**config.mk**
```make
export PLATFORM = sky130hd
export DESIGN_NAME = fetch_pair_buffer
export DESIGN_NICKNAME = d
export VERILOG_FILES = /design/src/rtl/fetch_pair_buffer.sv
export SDC_FILE = /design/constraint.sdc
export NUM_CORES = 1
export LEC_CHECK = 0
export CELL_PAD_IN_SITES_DETAIL_PLACEMENT = 1
export CELL_PAD_IN_SITES_GLOBAL_PLACEMENT = 1
export CORE_MARGIN = 4
export CORE_UTILIZATION = 40
export CTS_CLUSTER_DIAMETER = 150
export DETAILED_ROUTE_END_ITERATION = 12
export PLACE_DENSITY_LB_ADDON = 0.1
export SETUP_SLACK_MARGIN = 0.2
export SYNTH_ARGS = -nofsm -noshare
export SYNTH_HDL_FRONTEND = slang
export SYNTH_SLANG_ARGS = --single-unit
```
**constraint.sdc**
```tcl
create_clock -name clk -period 4.1 [get_ports clk]
set_input_delay 0.82 -clock clk [delete_from_list [all_inputs] [get_ports clk]]
set_output_delay 0.82 -clock clk [all_outputs]
set_load 0.005 [all_outputs]
```
**src/rtl/fetch_pair_buffer.sv**
```systemverilog
// fetch_pair_buffer: circular queue of fetched instruction pairs between fetch and decode; optional macro FETCH_BUF_BYPASS_EN adds an empty-buffer zero-cycle path
module fetch_pair_buffer #(
    parameter int DEPTH = 4
) (
    input  logic                     clk,
    input  logic                     rst_i,
    input  logic                     push_valid_i,
    output logic                     push_ready_o,
    input  logic [31:0]              instr1_i,
    input  logic [31:0]              instr2_i,
    input  logic [31:0]              pc_i,
    input  logic                     pop_i,
    input  logic                     flush_i,
    output logic                     valid_o,
    output logic [31:0]              instr1_o,
    output logic [31:0]              instr2_o,
    output logic [31:0]              PCD_o,
    output logic [31:0]              PCD_2_o,
    output logic [31:0]              PCPlus4D_o,
    output logic [31:0]              PCPlus4D_2_o,
    output logic [$clog2(DEPTH):0]   count_o
);
    localparam int AW = $clog2(DEPTH);
    localparam int CW = AW + 1;

    logic [31:0]   r_instr1 [DEPTH];
    logic [31:0]   r_instr2 [DEPTH];
    logic [31:0]   r_pc     [DEPTH];
    logic [AW-1:0] r_wptr;
    logic [AW-1:0] r_rptr;
    logic [CW-1:0] r_count;

    logic          w_byp;
    logic          w_push;
    logic          w_pop;
    logic          w_wr;
    logic          w_rd;
    logic [31:0]   w_i1;
    logic [31:0]   w_i2;
    logic [31:0]   w_pc;

`ifdef FETCH_BUF_BYPASS_EN
    assign w_byp = (r_count == '0) && push_valid_i && !flush_i && !rst_i;
`else
    assign w_byp = 1'b0;
`endif

    assign push_ready_o = (r_count != CW'(DEPTH));
    assign valid_o      = (r_count != '0) || w_byp;
    assign count_o      = r_count;
    assign w_push       = push_valid_i && push_ready_o && !flush_i;
    assign w_pop        = pop_i && valid_o && !flush_i;
    // A bypassed pair consumed in the same cycle never lands in storage, and the stored head is untouched
    assign w_wr         = w_push && !(w_byp && pop_i);
    assign w_rd         = w_pop && !w_byp;

    assign w_i1 = w_byp ? instr1_i : r_instr1[r_rptr];
    assign w_i2 = w_byp ? instr2_i : r_instr2[r_rptr];
    assign w_pc = w_byp ? pc_i     : r_pc[r_rptr];

    assign instr1_o     = valid_o ? w_i1 : '0;
    assign instr2_o     = valid_o ? w_i2 : '0;
    assign PCD_o        = valid_o ? w_pc : '0;
    assign PCD_2_o      = valid_o ? w_pc + 32'd4 : '0;
    assign PCPlus4D_o   = valid_o ? w_pc + 32'd4 : '0;
    assign PCPlus4D_2_o = valid_o ? w_pc + 32'd8 : '0;

    // Storage array; contents survive reset and flush since count gates visibility
    always_ff @(posedge clk) begin
        if (w_wr) begin
            r_instr1[r_wptr] <= instr1_i;
            r_instr2[r_wptr] <= instr2_i;
            r_pc[r_wptr]     <= pc_i;
        end
    end

    // Pointer and occupancy tracking; flush outranks any same-cycle push or pop
    always_ff @(posedge clk or posedge rst_i) begin
        if (rst_i) begin
            r_wptr  <= '0;
            r_rptr  <= '0;
            r_count <= '0;
        end else if (flush_i) begin
            r_wptr  <= '0;
            r_rptr  <= '0;
            r_count <= '0;
        end else begin
            r_wptr  <= w_wr ? r_wptr + 1'b1 : r_wptr;
            r_rptr  <= w_rd ? r_rptr + 1'b1 : r_rptr;
            r_count <= r_count + CW'(w_wr) - CW'(w_rd);
        end
    end
endmodule

```
==> flow_summary_export.csv, run 1 <==
group,metric,value,unit
yosys,seq_area_frac_synth,70.6,%
finish,diodes,0,
finish,design_area,22700,um2
worst_setup_path,cp_cell_sequence,"buf_12 > buf_12 > mux4_2 > nand4_1 > buf_4 > buf_6 > or3_4 > or3_4 > a21oi_4 > buf_6 > buf_6 > buf_6",
worst_setup_path,critPathMaxFanout,6,
finish,fin_nets,1429,
power_and_ir_drop,power,0.0140,W
worst_setup_path,cp_common_cell,"buf_6",
yosys,synth_seq_cells,391,
sta,slew_headroom,56.6,%
global_routing,grt.total_usage,19.1,%
run,maxCapViolCount,0,
worst_setup_path,cp.required,3.28,ns
sta,finalHoldViolCount,0,
placed_design,hpwl,27800,um
detailed_routing,wl_per_cell,23.6,um
placed_design,postPlaceCellArea,20300,um2
finish,drive_gt1_share,31.2,%
sta,max_clock_freq,0.236,GHz
floorplanning,die_x,212,um
worst_setup_path,r2r_start,"count_o[1]",
worst_setup_path,worstRegToRegCells,13,
placed_design,port_buffers,297,
cts,ctsLongestPathBuffers,3,
sta,rsz0062_at_grt,"true",
floorplanning,fp.dieArea,44800,um2
yosys,ys_types,45,
worst_setup_path,path_class,"reg -> out",
global_routing,grt_max_degree,94,
global_routing,grt_pass1_vias,10500,
detailed_routing,drt_wl_total,44500,um
floorplanning,chipHeight,212,um
worst_setup_path,end_kind,"output port",
detailed_routing,drt-initial-drc-count,503,
worst_setup_path,worstPathArrival,3.42,ns
global_routing,grt_pass1_wl,65000,um
power_and_ir_drop,power_density,615,nW/um2
worst_setup_path,reg2reg_slack,1.41,ns
sta,holdWs,0.560,ns
worst_hold_path,hp-class,"in -> async",
outcome,outcome,"complete, but fails checks",
cts,cts_tree,"done",
yosys,synthArstFlopShare,1.79,%
cts,holdBufCountCts,0,
finish,area_growth,36.9,%
detailed_routing,viasPerCell,5.17,
sta,timing.final.ws_setup,-0.136,ns
cts,root_buffer,"clkbuf_16",
sta,maxSlewViolCount,0,
yosys,synth.avg_cell_area,18.0,um2
placed_design,place_congestion,0.829,
detailed_routing,drc,0,
global_routing,grt_overflow,0,
floorplanning,initial_core_util,40.5,%
global_routing,grt_antenna_before_repair,6,
cts,cts_made_buffers,42,
yosys,synth.net_count,1033,
worst_setup_path,max_stage_delay,0.50,ns
sta,setup_viol,8,
sta,worst_slew_pin_slew,0.651,ns
yosys,synth_edf_count,384,
yosys,yosys_most_used_dff,"edfxtp_1",
cts,cts.clk_slew.worst_paths,0.06,ns
yosys,syn-cell-area,16600,um2
yosys,syn_inst,923,
floorplanning,ios,298,
power_and_ir_drop,vdd.ir_drop.worst,0.393,mV
detailed_routing,antenna_left,0,
cts,clock-sinks,391,
detailed_routing,route.vias.total,9721,
floorplanning,rows,74,
worst_setup_path,r2r_end,"count_o[2]",
sta,period_needed,4.24,ns
worst_setup_path,startpoint_type,"flip-flop",
yosys,yosysWarnings,0,
detailed_routing,dr.pass1.iters,6,
cts,insertion_delay,0.55,ns
worst_setup_path,crit_slowest_cell,"dfrtp_4",
cts,cts_max_level,2,
sta,skew,0.0196,ns
sta,period_share,103,%
power_and_ir_drop,leakagePower,7.82,nW
outcome,violations,"setup timing",
floorplanning,core,40900,um2
## synthesized netlist by cell type, drive strengths merged, types with 5 or more instances
cell type	number	area, um2
a21oi	16	80.1
and2	97	608
and3	8	50.1
buf	59	414
clkbuf	25	97.6
dfrtp	7	175
edfxtp	384	11500
ha	8	100
inv	14	52.6
mux2i	16	160
mux4	94	2120
nand2	26	97.6
nand3	9	57.6
nand4	17	128
nor2	42	158
nor3	7	35.0
nor4	5	31.3
o21ai	11	55.1
o31ai	6	45.0
or2	9	56.3
or3	10	62.6
or4	6	52.6
xnor2	10	87.6
xor2	20	175
## worst max-delay path, delay by kind of cell, from the launching register on
kind	cells	cell delay, ns
and+or+nand+nor	3	0.97
AOI/OAI and AO/OA	1	0.18
buffers and inverters	7	0.85
muxes	1	0.36
DFF	1	0.50
## cell type report
cell class,count,area [um2]
multi-input cells,435,4790
clock inverters,23,161
fillers,3811,18200
repair buffers,435,4220
clock buffers,51,1110
flip-flops and latches,391,11700
well taps,532,666
inverters,14,52.6
## worst max-delay path by stage
stage	from	to	cells after the start
6_report	r_rptr[0]	PCD_2_o[21]	12
5_1_grt	r_rptr[0]	PCPlus4D_o[29]	10
4_1_cts	r_rptr[0]	PCPlus4D_o[29]	9
3_5_place_dp	r_rptr[0]	PCD_2_o[28]	7
3_3_place_gp	r_rptr[0]	PCD_2_o[28]	7
2_1_floorplan	r_rptr[0]	PCPlus4D_o[19]	10
## state kept, by name, summed over array words and instances (netlist names)
signal / cells
r_rptr: 2
r_instr2: 128
r_instr1: 128
count_o: 3
r_pc: 128
r_wptr: 2
## layer usage
metal | GRT usage, % | wire length [um] | up-vias
li1 | - | - | 4361
met3 | 4.80 | 2860 | 73
met4 | 5.33 | 960 | 12
met5 | 0 | 69 | -
met2 | 31.6 | 22000 | 273
met1 | 25.5 | 18600 | 5002
## what timing repair did
item / CTS / global route
buffers inserted: 63 / 23
resized for setup: 256 / 101
endpoints found under the setup margin: 117 / 95
pin swaps: 32 / 30
gates cloned: 1 / 1
## layout by cell type (no fill, tap or decap), drive strengths merged, types with 3 or more instances in the layout
master	n
nand3	9
and2	97
buf	177
edfxtp	384
a21oi	16
mux4	94
or3	10
clkdlybuf4s50	225
nor4	5
or4	6
clkinvlp	3
mux2i	16
ha	8
o31ai	6
nand2b	3
nor3	7
nor2b	3
clkinv	17
dfrtp	7
xor2	20
nand4	18
clkdlybuf4s15	7
nor2	42
clkbuf	60
o21ai	11
and3	8
dlymetal6s2s	8
inv	15
dlygate4sd2	9
xnor2	10
nand2	26
or2	9
mux2	3
## report_power, final
group	switching [W]	internal (W)
logic	0.00260	0.00313
clock network	0.00148	0.00204
registers	0.0000768	0.00464
total	0.00416	0.00981
## cells by family (layout without fill, tap and decap cells)
kind of cell	count (synthesis)	count (layout)	share of synthesized area, %
AO/OA/AOI/OAI	34	34	1.13
buffers and inverters	98	523	3.40
flip-flops	391	391	70.6
multiplexers	113	113	13.9
adder cells (fa/ha/maj)	9	9	0.724
AND/OR/NAND/NOR	248	249	8.63
XOR/XNOR	30	30	1.58
## through the flow
| stage | setup TNS, ns | std cells | util (%) | setup slack, ns |
|---|---|---|---|---|
| floorplan | 0 | 923 | - | 0.769 |
| global placement | 0 | 1719 | 49.5 | 0.110 |
| detailed placement | 0 | 1719 | 49.5 | 0.103 |
| CTS | -0.576 | 1857 | 54.6 | -0.128 |
| global route | -2.52 | 1881 | 55.5 | -0.225 |
| finish | -0.527 | 1881 | 55.5 | -0.136 |
(Power assumes the default switching activity.)
==> inputs of run 2 (changes only) <==
SKIP_CTS_REPAIR_TIMING = 1   (was unset)
==> run 2 against run 1 <==
  * The flow still finishes with violations (setup timing)
  * Global-route usage down 0.68 points
  * Sequential cell count unchanged
  * Via count about the same
  * Cell area up 0.28%
  * Total power up 0.56%
  * Highest routed layer unchanged
  * Sequential power about the same
  * Register-to-register slack worse by 0.02 ns
  * Clock-buffer cell count unchanged
  * Combinational power up 1%
  * Setup slack better by 0.049 ns
==> flow_summary_export.csv, run 2 (same netlist as run 1, synthesis figures left out) <==
group,metric,value,unit
floorplanning,core,40900,um2
finish,fin_nets,1431,
sta,max_clock_freq,0.239,GHz
detailed_routing,dr.pass1.iters,6,
finish,final_common_cell,"edfxtp_1",
finish,design_area,22800,um2
worst_setup_path,worstRegToRegCells,13,
floorplanning,fp.dieArea,44800,um2
worst_setup_path,r2r_end,"count_o[2]",
global_routing,grt_pass1_wl,62600,um
detailed_routing,route.vias.total,9722,
outcome,outcome,"complete, but fails checks",
sta,period_needed,4.19,ns
power_and_ir_drop,power_density,617,nW/um2
sta,finalHoldViolCount,0,
worst_setup_path,max_stage_delay,0.54,ns
cts,cts_max_level,2,
sta,period_share,102,%
global_routing,grt.total_usage,18.5,%
cts,insertion_delay,0.55,ns
floorplanning,chipHeight,212,um
power_and_ir_drop,vdd.ir_drop.worst,0.393,mV
worst_setup_path,r2r_start,"count_o[1]",
finish,drive_gt1_share,30.3,%
cts,clock-sinks,391,
worst_setup_path,crit_slowest_cell,"or4_4",
placed_design,port_buffers,297,
worst_setup_path,cp.required,3.28,ns
sta,maxSlewViolCount,0,
cts,ctsLongestPathBuffers,3,
detailed_routing,viasPerCell,5.16,
worst_hold_path,hp-class,"in -> async",
global_routing,grt_overflow,0,
cts,cts_made_buffers,42,
finish,final_cell_mix,"edfxtp_1 (384), clkdlybuf4s50_1 (221), buf_4 (96)",
finish,area_growth,37.3,%
worst_setup_path,critPathMaxFanout,7,
global_routing,grt_antenna_before_repair,6,
sta,slew_headroom,57.4,%
worst_setup_path,end_kind,"output port",
detailed_routing,drt-initial-drc-count,555,
run,maxCapViolCount,0,
cts,root_buffer,"clkbuf_16",
power_and_ir_drop,power,0.0140,W
sta,timing.final.ws_setup,-0.0869,ns
worst_setup_path,reg2reg_slack,1.39,ns
power_and_ir_drop,leakagePower,8.24,nW
sta,skew,0.0177,ns
worst_setup_path,cp_common_cell,"or4_4",
cts,cts.clk_slew.worst_paths,0.07,ns
sta,setup_viol,5,
finish,fillers,3809,
detailed_routing,drt_wl_total,44400,um
worst_setup_path,path_class,"reg -> out",
worst_setup_path,crit_path_end,"PCPlus4D_o[29]",
floorplanning,die_x,212,um
placed_design,place_congestion,0.829,
worst_setup_path,startpoint,"r_rptr[0]",
detailed_routing,antenna_left,0,
worst_setup_path,startpoint_type,"flip-flop",
cts,cts_tree,"done",
sta,worst_slew_pin_slew,0.639,ns
worst_setup_path,worstPathArrival,3.37,ns
finish,top_regs,"r_instr1 (128), r_instr2 (128), r_pc (128)",
placed_design,place_inst,1719,
placed_design,postPlaceCellArea,20300,um2
floorplanning,initial_core_util,40.5,%
placed_design,hpwl,27800,um
global_routing,grt_pass1_vias,9973,
floorplanning,ios,298,
outcome,violations,"setup timing",
floorplanning,rows,74,
detailed_routing,wl_per_cell,23.6,um
finish,diodes,0,
detailed_routing,drc,0,
global_routing,grt_max_degree,94,
finish,fin_cells,1883,
worst_setup_path,cp_cell_sequence,"buf_12 > buf_16 > mux4_2 > nand4_1 > buf_4 > or4_4 > or4_4 > a21oi_4 > buf_2",
sta,rsz0062_at_grt,"true",
[run 2: area by class of cell]
class / count / area (um2) / share of cell area, %
flip-flops and latches: 391 / 11700 / 51.4
multi-input cells: 435 / 4780 / 21.0
repair buffers: 437 / 4290 / 18.8
clock buffers: 51 / 1110 / 4.86
well taps: 532 / 666 / 2.92
clock inverters: 23 / 161 / 0.709
inverters: 14 / 52.6 / 0.231
[run 2: worst min path at each step]
stage	start	to	slack [ns]	cells past startpoint
after global routing	rst_i	count_o[1]	0.56	2
after detailed placement	r_wptr[1]	r_wptr[1]	0.61	2
after CTS	rst_i	count_o[1]	0.54	2
final	rst_i	count_o[1]	0.56	2
after global placement	r_wptr[1]	r_wptr[1]	0.57	2
after floorplan	r_wptr[1]	r_wptr[1]	0.54	2
[run 2: power breakdown]
part	internal [W]	switching, W	total, W
Combinational	0.00319	0.00262	0.00582
Clock	0.00204	0.00148	0.00351
Sequential	0.00464	0.0000760	0.00472
Total	0.00987	0.00418	0.0140
[run 2: worst max-delay path: cells and delay by family, from the launching register on]
kind / cells / cell delay (ns)
AO/OA/AOI/OAI: 1 / 0.14
buffers and inverters: 4 / 0.61
flip-flops: 1 / 0.50
multiplexers: 1 / 0.37
AND/OR/NAND/NOR: 3 / 1.20
[run 2: through the flow]
stage	util, %	hold slack (ns)	setup WS [ns]	setup TNS [ns]
5_1_grt	55.6	0.561	-0.207	-1.77
3_5_place_dp	49.5	0.614	0.103	0
3_3_place_gp	49.5	0.574	0.110	0
4_1_cts	52.6	0.537	-0.532	-21.72
6_report	55.6	0.563	-0.0869	-0.303
2_1_floorplan	-	0.543	0.769	0
[run 2: routing by layer]
metal  share of wire (%)  track usage (%)  vias up
met5                0.19                0        -
met4                 1.8             4.55       12
met3                 6.6             4.82       69
met2                  49             30.1      279
met1                  42             25.1     4993
li1                    -                -     4369
